File: config.mk
export PLATFORM = sky130hd
export DESIGN_NAME = dual_pt_sram
export DESIGN_NICKNAME = d
export VERILOG_FILES = /design/src/rtl/dual_pt_sram_pkg.sv /design/src/rtl/dual_pt_sram_array.sv /design/src/rtl/dual_pt_sram.sv
export SDC_FILE = /design/constraint.sdc
export NUM_CORES = 1
export LEC_CHECK = 0
export CORE_ASPECT_RATIO = 0.6
export CORE_MARGIN = 3
export CORE_UTILIZATION = 24
export DETAILED_ROUTE_END_ITERATION = 7
export PLACE_DENSITY = 0.49
export SLEW_MARGIN = 0
export SYNTH_ARGS = -nofsm -noshare
export SYNTH_HDL_FRONTEND = slang
export SYNTH_SLANG_ARGS = --single-unit
File: constraint.sdc
create_clock -name clk -period 1.8 [get_ports clk]
set_clock_uncertainty 0.2 [all_clocks]
set_input_delay 0.18 -clock clk [delete_from_list [all_inputs] [get_ports clk]]
set_output_delay 0.18 -clock clk [all_outputs]
set_load 0.05 [all_outputs]
File: src/rtl/dual_pt_sram_pkg.sv
// Shared defaults, data/address types and the address range helper for dual_pt_sram.
package dual_pt_sram_pkg;

    localparam int DATA_W_DEF = 8;
    localparam int ADDR_W_DEF = 4;
    localparam int DEPTH_DEF  = 2 ** ADDR_W_DEF;

    typedef logic [DATA_W_DEF-1:0] data_t;
    typedef logic [ADDR_W_DEF-1:0] addr_t;

    // True when an address selects a physically present word.
    function automatic logic addr_ok(input int unsigned addr, input int unsigned depth);
        if (addr < depth) begin
            return 1'b1;
        end else begin
            return 1'b0;
        end
    endfunction

endpackage

File: src/rtl/dual_pt_sram_array.sv
// Word storage with write port and combinational read view; out-of-range reads return zero.
module dual_pt_sram_array
    import dual_pt_sram_pkg::*;
#(
    parameter int DATA_W = DATA_W_DEF,
    parameter int ADDR_W = ADDR_W_DEF,
    parameter int DEPTH  = DEPTH_DEF
) (
    input  logic              clk,
    input  logic              rst_n,
    input  logic              we,
    input  logic [ADDR_W-1:0] waddr,
    input  logic [DATA_W-1:0] wdata,
    input  logic [ADDR_W-1:0] raddr,
    output logic [DATA_W-1:0] rdata
);

    localparam int IDX_W = (DEPTH > 1) ? $clog2(DEPTH) : 1;

    logic [DATA_W-1:0] mem_r [DEPTH];
    logic              wr_ok_s;
    logic              rd_ok_s;

    assign wr_ok_s = addr_ok(32'(waddr), unsigned'(DEPTH));
    assign rd_ok_s = addr_ok(32'(raddr), unsigned'(DEPTH));

    // Storage: asynchronously cleared, written only for in-range addresses.
    always_ff @(posedge clk or negedge rst_n) begin
        if (!rst_n) begin
            for (int i = 0; i < DEPTH; i++) begin
                mem_r[i] <= '0;
            end
        end else if (we && wr_ok_s) begin
            mem_r[waddr[IDX_W-1:0]] <= wdata;
        end
    end

    // Read view of the currently stored word.
    always_comb begin
        rdata = '0;
        if (rd_ok_s) begin
            rdata = mem_r[raddr[IDX_W-1:0]];
        end else begin
            rdata = '0;
        end
    end

endmodule

File: src/rtl/dual_pt_sram.sv
// Dual-port SRAM: independent write and registered read ports, one-cycle read latency.
// Optional macro DUAL_PT_SRAM_BYPASS_EN makes same-address collisions write-first.
module dual_pt_sram
    import dual_pt_sram_pkg::*;
#(
    parameter int DATA_W = DATA_W_DEF,
    parameter int ADDR_W = ADDR_W_DEF,
    parameter int DEPTH  = 2 ** ADDR_W
) (
    input  logic [DATA_W-1:0] din,
    input  logic              wen,
    input  logic              ren,
    input  logic              clk,
    input  logic [ADDR_W-1:0] addrw,
    input  logic [ADDR_W-1:0] addrr,
    output logic [DATA_W-1:0] dout,
    input  logic              rst_n,
    output logic              dout_valid
);

    logic [DATA_W-1:0] arr_rdata_s;
    logic [DATA_W-1:0] dout_next_s;
    logic [DATA_W-1:0] dout_r;
    logic              dout_valid_r;
    logic              rd_ok_s;
    logic              wr_ok_s;
    logic              collide_s;

    dual_pt_sram_array #(
        .DATA_W (DATA_W),
        .ADDR_W (ADDR_W),
        .DEPTH  (DEPTH)
    ) u_array (
        .clk   (clk),
        .rst_n (rst_n),
        .we    (wen),
        .waddr (addrw),
        .wdata (din),
        .raddr (addrr),
        .rdata (arr_rdata_s)
    );

    assign rd_ok_s   = addr_ok(32'(addrr), unsigned'(DEPTH));
    assign wr_ok_s   = addr_ok(32'(addrw), unsigned'(DEPTH));
    assign collide_s = wen && ren && wr_ok_s && (addrw == addrr);

    // Next read data: hold when idle, zero when out of range, collision policy otherwise.
    always_comb begin
        dout_next_s = dout_r;
        if (ren) begin
            if (!rd_ok_s) begin
                dout_next_s = '0;
            end else if (collide_s) begin
`ifdef DUAL_PT_SRAM_BYPASS_EN
                dout_next_s = din;
`else
                dout_next_s = arr_rdata_s;
`endif
            end else begin
                dout_next_s = arr_rdata_s;
            end
        end else begin
            dout_next_s = dout_r;
        end
    end

    // Read output register; reset discards any in-flight result.
    always_ff @(posedge clk or negedge rst_n) begin
        if (!rst_n) begin
            dout_r       <= '0;
            dout_valid_r <= 1'b0;
        end else begin
            dout_r       <= dout_next_s;
            dout_valid_r <= ren;
        end
    end

    assign dout       = dout_r;
    assign dout_valid = dout_valid_r;

endmodule

After elaboration in Yosys (flattened, before gate mapping)
Cells that the tools add are included.

Register bits: 137. Input port bits: 20. Output and inout bits: 9. Word-level logic and storage cells: 30.

Magnitude comparators: 3. Muxes and demuxes: 6. Bitwise logic cells: 2. Reductions and logical operators: 1.

Operator list (number): 128-bit bitwise mux (1); 8-bit binary-select mux with 4-bit select (1); 8-bit demux with 4-bit select (1); 8-bit two-way mux (3); 5-bit greater-or-equal comparator (second input constant) (2); 4-bit inverter with 5-bit output (2); 5-bit by 1-bit < comparator with 1-bit output (second input constant) (1); 1-bit logical AND (1).

Logic depth before layout (Yosys ltp)
Gate-level depths: netlist of the first run.

Depth after elaboration: 6. Mapped depth: 6. Gate-level depth less buffers: 3.

Hierarchy
From an unflattened synthesis of the first run, not the netlist that was laid out.

Cells, all modules: 383. Area, all modules: 6272.3 um^2.

Modules (own cells, without submodules): dual_pt_sram_array (instances 1, cells an instance 365, area each 5915.7 um^2, sequential area each 3203.1 um^2); dual_pt_sram (instances 1, cells an instance 18, area each 356.6 um^2, sequential area each 225.2 um^2).

Worst setup path after synthesis of the first run
OpenSTA, ideal clock, no wires.

Kind: input-to-reg. From: input port addrw[3]. To: register u_array.mem_r[120] (netlist bit). Library setup time: 0.125 ns. Data arrival time: 1.294 ns. Data required time: 1.475 ns. Path slack: 0.181 ns. Cell stages on the path: 4. Buffers on the path: 2. Cells stage by stage: buf_4 -> or4_1 -> buf_4 -> mux2_4.

Word-level cells in the longest chain between the ends: 6. Elaborated cells between the ends (all ways): 7. Those cells by class: order compare (2); mux (3); bitwise (1); reduce/logical (1).

Ends and longest elaborated chain: from (decl) (RTL line dual_pt_sram.sv:14) `input logic [ADDR_W-1:0] addrw,`; 4-bit inverter with 5-bit output (not written as such) * (RTL line dual_pt_sram_array.sv:34) `mem_r[waddr[IDX_W-1:0]] <= wdata;`; 5-bit greater-or-equal comparator (not written as such) / 5-bit by 1-bit < comparator with 1-bit output (equally long branches) (RTL line dual_pt_sram_array.sv:34); 1-bit logical AND (not written as such) (RTL line dual_pt_sram_array.sv:34); 8-bit two-way mux (not written as such) (RTL line dual_pt_sram_array.sv:34); 8-bit demux with 4-bit select * (RTL line dual_pt_sram_array.sv:34); 128-bit bitwise mux * (RTL line dual_pt_sram_array.sv:34); to (signal, indexed assignment) (RTL line dual_pt_sram_array.sv:34); to (decl) (RTL line dual_pt_sram_array.sv:20) `logic [DATA_W-1:0] mem_r [DEPTH];`.

Mark *: on every way between the ends. The rest lies on a longest branch, timed or not. A chain may end at the register's enable or synchronous reset.

Worst setup path in the final report of the first run
From: input port addrw[3]. To: register u_array.mem_r[127] (netlist bit).

Same word-level chain as after synthesis.

==> results.cfg, run 1 <==
[run_status]
status = completed

[grt]
antenna_found_initial = 0
grt_max_degree = 49
grt_pass1_vias = 3914
grt_overflow = 0
grt_pass1_wl_mm = 24.45
grtUsageTotal_pct = 11.70

[worst_setup_path]
required_ns = 1.90
ff2ff_setup_slack_ns = 0.26
rr_worst_depth = 3
end_kind = flop
crit_slowest_cell = or4_1
crit_fanout = 8
critPathBufInv = 2
reg2reg_to = dout[6]$_DFFE_PN0P_
crit-reg2reg-launch = u_array.mem_r[30]$_DFFE_PN0P_
path_delay_family = buffers and inverters
path_class = in2reg
slowest_delay_ns = 0.59
worstPathCellList = clkdlybuf4s50_1 -> or4_1 -> buf_4 -> mux2_4
arrival_ns = 1.82
worstSetupStartpointType = input port

[layout]
final_cell_count_no_fill = 817
nets = 472
drive_gt1_share_pct = 57.63
final_common_cell = dfrtp_1
num_antenna_cells = 0
mostFrequentLayoutCells = 137 x dfrtp_1, 120 x mux2_2, 38 x buf_4
area_growth_pct = 27.75
post-route-util_pct = 31.37
final_cell_area_um2 = 7984

[power_and_ir_drop]
leakagePower_nw = 3.311
irDropWorstVdd_mv = 0.5798
p_total_w = 0.009560
power.density_nw_per_um2 = 1197

[place]
placed_area_um2 = 7357
dp_hpwl_mm = 10.64
port_buffers = 28
pre_cts_slack_ns = -0.3289
place_inst = 784
finalWeightedCongestion = 0.7755

[floorplanning]
die_h_um = 131.0
start_util_pct = 24.56
io_pins = 29
fp-row-count = 45
core_area_um2 = 25450
die_w_um = 214.3
die_area_um2 = 28080

[clock_network]
cts_max_path_buffers = 2
htreeDepth = 4
cts.clk_slew.worst_paths_ns = 0.06
cts.sinks = 137
clk_latency_ns = 0.41
cts_resized = 0
cts-root-buf = clkbuf_16
cts_made_buffers = 17
cts_tree = built

[timing]
relSlewSlack_pct = 58.02
slew_violations = 0
tightestPinTransition_ns = 0.6278
rsz0062_at_grt = false
postLayoutSetupSlackWorst_ns = 0.08031
fin_crit_sh_pct = 95.54
hold_viol = 0
period_needed_ns = 1.720
fmax_ghz = 0.5815
setup_viol = 0

[drt]
ant_nets = 0
wl_per_cell_um = 19.00
drc = 0
num_vias = 3624
wirelength_mm = 15.53
drtIter0Drc = 143
viasPerCell = 4.436
drtPass1Iterations = 4

[logic_synthesis]
syn_inst = 385
ys_ff_latch = 137
synthesis.area_um2 = 6250
ys_types = 27
yosysWarnings = 0
synth_nets = 405
syn_avg_cell_area_um2 = 16.23
ys_seq_area_share_pct = 54.85

[flow_run]
drv_cap = 0

[hold_path]
hp-class = in2async
[sequential cells by signal (all words and copies together) (netlist names)]
| signal | flops |
|---|---|
| u_array.mem_r | 128 |
| dout | 8 |
| dout_valid | 1 |
[synthesized netlist by cell type]
| cell | instances | share of area, % |
|---|---|---|
| dfrtp_1 | 137 | 55 |
| mux2_2 | 120 | 22 |
| mux4_2 | 32 | 12 |
| clkbuf_1 | 9 | 0.54 |
| a221oi_1 | 8 | 1.1 |
| mux2_4 | 8 | 1.9 |
| mux2i_1 | 8 | 1.3 |
| nor2_1 | 8 | 0.48 |
| o22ai_1 | 8 | 0.80 |
| buf_4 | 7 | 0.84 |
| nor2_2 | 6 | 0.60 |
| buf_2 | 5 | 0.40 |
| buf_1 | 4 | 0.24 |
| nor3_2 | 4 | 0.64 |
| buf_6 | 3 | 0.54 |
| nand2b_1 | 2 | 0.20 |
| nand2b_4 | 2 | 0.44 |
| nand3_1 | 2 | 0.16 |
| nand3b_1 | 2 | 0.24 |
| nor3_4 | 2 | 0.52 |
| or3_1 | 2 | 0.20 |
| and2_1 | 1 | 0.10 |
| nand2_1 | 1 | 0.060 |
| nand2_2 | 1 | 0.10 |
| nor4_4 | 1 | 0.34 |
| or2_2 | 1 | 0.10 |
| or4_1 | 1 | 0.12 |
[worst max path at each step]
stage,end,cells after the start,slack (ns),from
CTS,u_array.mem_r[121]$_DFFE_PN0P_,4,0.12,addrw[3]
global placement,u_array.mem_r[123]$_DFFE_PN0P_,4,-0.30,addrw[2]
finish,u_array.mem_r[127]$_DFFE_PN0P_,4,0.08,addrw[3]
floorplan,u_array.mem_r[120]$_DFFE_PN0P_,4,0.18,addrw[3]
detailed placement,u_array.mem_r[121]$_DFFE_PN0P_,4,-0.33,addrw[3]
global route,u_array.mem_r[119]$_DFFE_PN0P_,5,0.08,addrw[2]
[cells by family (layout without fill, tap and decap cells)]
kind of cell | count (synthesis) | count (layout) | synth area share, %
AO/OA/AOI/OAI | 16 | 16 | 1.922
buffers and inverters | 28 | 108 | 2.562
flip-flops | 137 | 137 | 54.85
multiplexers | 168 | 168 | 36.36
AND/OR/NAND/NOR | 36 | 36 | 4.304
[per-stage QoR]
step / hold WS [ns] / TNS (ns)
2_1_floorplan: -0.3156 / 0
3_3_place_gp: -0.05096 / -28.56
3_5_place_dp: -0.03299 / -30.31
4_1_cts: 0.08513 / 0
5_1_grt: 0.1107 / 0
6_report: 0.07638 / 0
[worst register-to-register path: stages (launching register included)]
cell	delay (ns)
dfrtp_1	0.39
mux4_2	0.49
o22ai_1	0.21
a221oi_1	0.12
[where the power goes]
group,leakage [nW],switching (W),internal (W)
Sequential,1.67,0.000368,0.00379
Clock,0.297,0.00146,0.00221
Combinational,1.34,0.000689,0.00104
[layout make-up]
| class | instances | area (um2) |
|---|---|---|
| Multi-Input combinational cell | 220 | 2661 |
| Timing Repair Buffer | 76 | 837.1 |
| Fill cell | 2536 | 17470 |
| Tap cell | 352 | 440.4 |
| Clock inverter | 15 | 191.4 |
| Clock buffer | 17 | 425.4 |
| Sequential cell | 137 | 3428 |
[what timing repair did]
| action | CTS | global route |
|---|---|---|
| hold endpoints to repair | 118 | 0 |
| hold buffers | 1 | 0 |
| buffers inserted | 0 | 0 |
[routing by layer]
metal	global-route usage [%]	part of all wire [%]	up-vias
met2	17.04	42	49
met1	17.57	54	1974
met4	2.579	0.51	0
met5	0	0	-
met3	2.843	3.9	8
li1	-	-	1593
Note: power is estimated with default switching activity, not from simulation.
==> run 2: changes to the inputs <==
--- a/config.mk
+++ b/config.mk
@@ -5,12 +5,11 @@
 export SDC_FILE = /design/constraint.sdc
 export NUM_CORES = 1
 export LEC_CHECK = 0
-export CORE_ASPECT_RATIO = 0.6
 export CORE_MARGIN = 3
 export CORE_UTILIZATION = 24
 export DETAILED_ROUTE_END_ITERATION = 7
 export PLACE_DENSITY = 0.49
-export SLEW_MARGIN = 0
+export SLEW_MARGIN = 10
 export SYNTH_ARGS = -nofsm -noshare
 export SYNTH_HDL_FRONTEND = slang
 export SYNTH_SLANG_ARGS = --single-unit
==> results.cfg, run 2 (synthesis results as in run 1) <==
[run_status]
status = completed

[worst_setup_path]
critPathBufInv = 2
end_kind = flop
crit-reg2reg-launch = u_array.mem_r[123]$_DFFE_PN0P_
arrival_ns = 1.81
crit_slowest_cell = or4_1
required_ns = 1.90
worstSetupStartpointType = input port
path_delay_family = buffers and inverters
rr_worst_depth = 3
path_class = in2reg
worst-path-stages = 4
worstPathCellList = clkdlybuf4s50_1 -> or4_1 -> buf_4 -> mux2_4
cp-startpoint = addrw[0]
crit_fanout = 8
slowest_delay_ns = 0.57

[place]
port_buffers = 28
dp_hpwl_mm = 9.858
finalWeightedCongestion = 0.7274

[layout]
fillers = 2505
largest_reg_flops = 128
nets = 469
area_growth_pct = 25.29
drive_gt1_share_pct = 56.62
final_common_cell = dfrtp_1
mostFrequentLayoutCells = 137 x dfrtp_1, 120 x mux2_2, 36 x buf_4
post-route-util_pct = 30.83
regMostFlops = u_array.mem_r
num_antenna_cells = 0

[drt]
wirelength_mm = 14.13
dr_wl_met3_um = 558
dr.max_layer_used = met4
m1WireLength_mm = 6.862
drc = 0
wl_per_cell_um = 17.87
num_vias = 3573
met2_wirelength_mm = 6.530
drtPass1Iterations = 4
drtIter0Drc = 194
viasPerCell = 4.517
ant_nets = 0

[power_and_ir_drop]
sw_frac_of_total_pct = 25.57
p_sw_w = 0.002294
power.density_nw_per_um2 = 1146
p_seq_share_pct = 46.3
leakagePower_nw = 3.256
irDropWorstVdd_mv = 0.4857
p_clk_share_pct = 34.6
combPwrFrac_pct = 19.2
p_total_w = 0.008972
intPower_w = 0.006678

[flow_run]
drv_cap = 0

[floorplanning]
fp-row-count = 58
die_area_um2 = 28010
io_pins = 29
die_h_um = 167.4
core_area_um2 = 25400
start_util_pct = 24.61
die_w_um = 167.4

[timing]
hold_viol = 0
slew_violations = 0
holdWs_ns = 0.06172
tightestPinTransition_ns = 0.5374
fmax_ghz = 0.5837
relSlewSlack_pct = 64.06
rsz0062_at_grt = false
fin_crit_sh_pct = 95.17
period_needed_ns = 1.713
setup_viol = 0

[clock_network]
cts-root-buf = clkbuf_16
cts.sinks = 137
clk_latency_ns = 0.41
htreeDepth = 4
cts_made_buffers = 17
cts_tree = built
cts_resized = 0
cts.clk_slew.worst_paths_ns = 0.06
cts_max_path_buffers = 2
cts_setup_buffers = 0

[hold_path]
hp-class = in2async

[grt]
grt_pass1_vias = 3954
grt_max_degree = 41
grt_overflow = 0
grtUsageTotal_pct = 10.69
grt_pass1_wl_mm = 23.18
antenna_found_initial = 0
-- run 2: timing repair --
action / CTS / global route
endpoints found under the setup margin: 0 / 0
hold endpoints to repair: 137 / 0
hold buffers: 1 / 0
-- run 2: power by group through the flow --
stage	registers (W)	logic, W	clock network [W]
6_report	0.00415	0.00172	0.00310
5_1_grt	0.00424	0.00186	0.00336
4_1_cts	0.00415	0.00176	0.00319
3_5_place_dp	0.00420	0.00175	0
3_3_place_gp	0.00416	0.00170	0
2_1_floorplan	0.00419	0.00116	0
-- run 2: cell type report --
| cell class | instances | area, um2 | share of cell area [%] |
|---|---|---|---|
| flip-flops and latches | 137 | 3428 | 43.78 |
| multi-input cells | 220 | 2661 | 33.99 |
| repair buffers | 73 | 802.0 | 10.24 |
| clock buffers | 23 | 478.0 | 6.104 |
| well taps | 330 | 412.9 | 5.273 |
| clock inverters | 8 | 47.55 | 0.6072 |
-- run 2: worst paths after layout --
path / endpoint / slack, ns
hold reg to reg: u_array.mem_r[93]$_DFFE_PN0P_ / 0.30
hold / removal: u_array.mem_r[59]$_DFFE_PN0P_ / 0.06
max in group asynchronous: u_array.mem_r[103]$_DFFE_PN0P_ / 0.75
setup / recovery: u_array.mem_r[127]$_DFFE_PN0P_ / 0.09
setup reg to reg: dout[3]$_DFFE_PN0P_ / 0.25
min in group clk: dout[5]$_DFFE_PN0P_ / 0.23
-- run 2: per-layer routing --
metal,up-vias,global-route usage [%]
met5,-,0
met4,0,3.131
met3,13,3.022
met2,73,16.06
met1,1909,15.12
li1,1578,-
-- run 2: stage by stage --
| step | setup TNS, ns | instances | cell area (um2) | setup WS, ns |
|---|---|---|---|---|
| 3_5_place_dp | -34.79 | 759 | 7295 | -0.3541 |
| 2_1_floorplan | 0 | 385 | 6250 | 0.1813 |
| 5_1_grt | 0 | 791 | 7830 | 0.05315 |
| 6_report | 0 | 791 | 7830 | 0.08685 |
| 3_3_place_gp | -32.03 | 759 | 7295 | -0.3279 |
| 4_1_cts | 0 | 791 | 7830 | 0.1024 |
==> run 3: changes to the inputs <==
--- a/config.mk
+++ b/config.mk
@@ -7,6 +7,7 @@
 export LEC_CHECK = 0
 export CORE_MARGIN = 3
 export CORE_UTILIZATION = 24
+export CTS_CLUSTER_SIZE = 30
 export DETAILED_ROUTE_END_ITERATION = 7
 export PLACE_DENSITY = 0.49
 export SLEW_MARGIN = 10
==> results of run 3 <==
The final DEF is identical to that of run 2; final timing and power are the same.
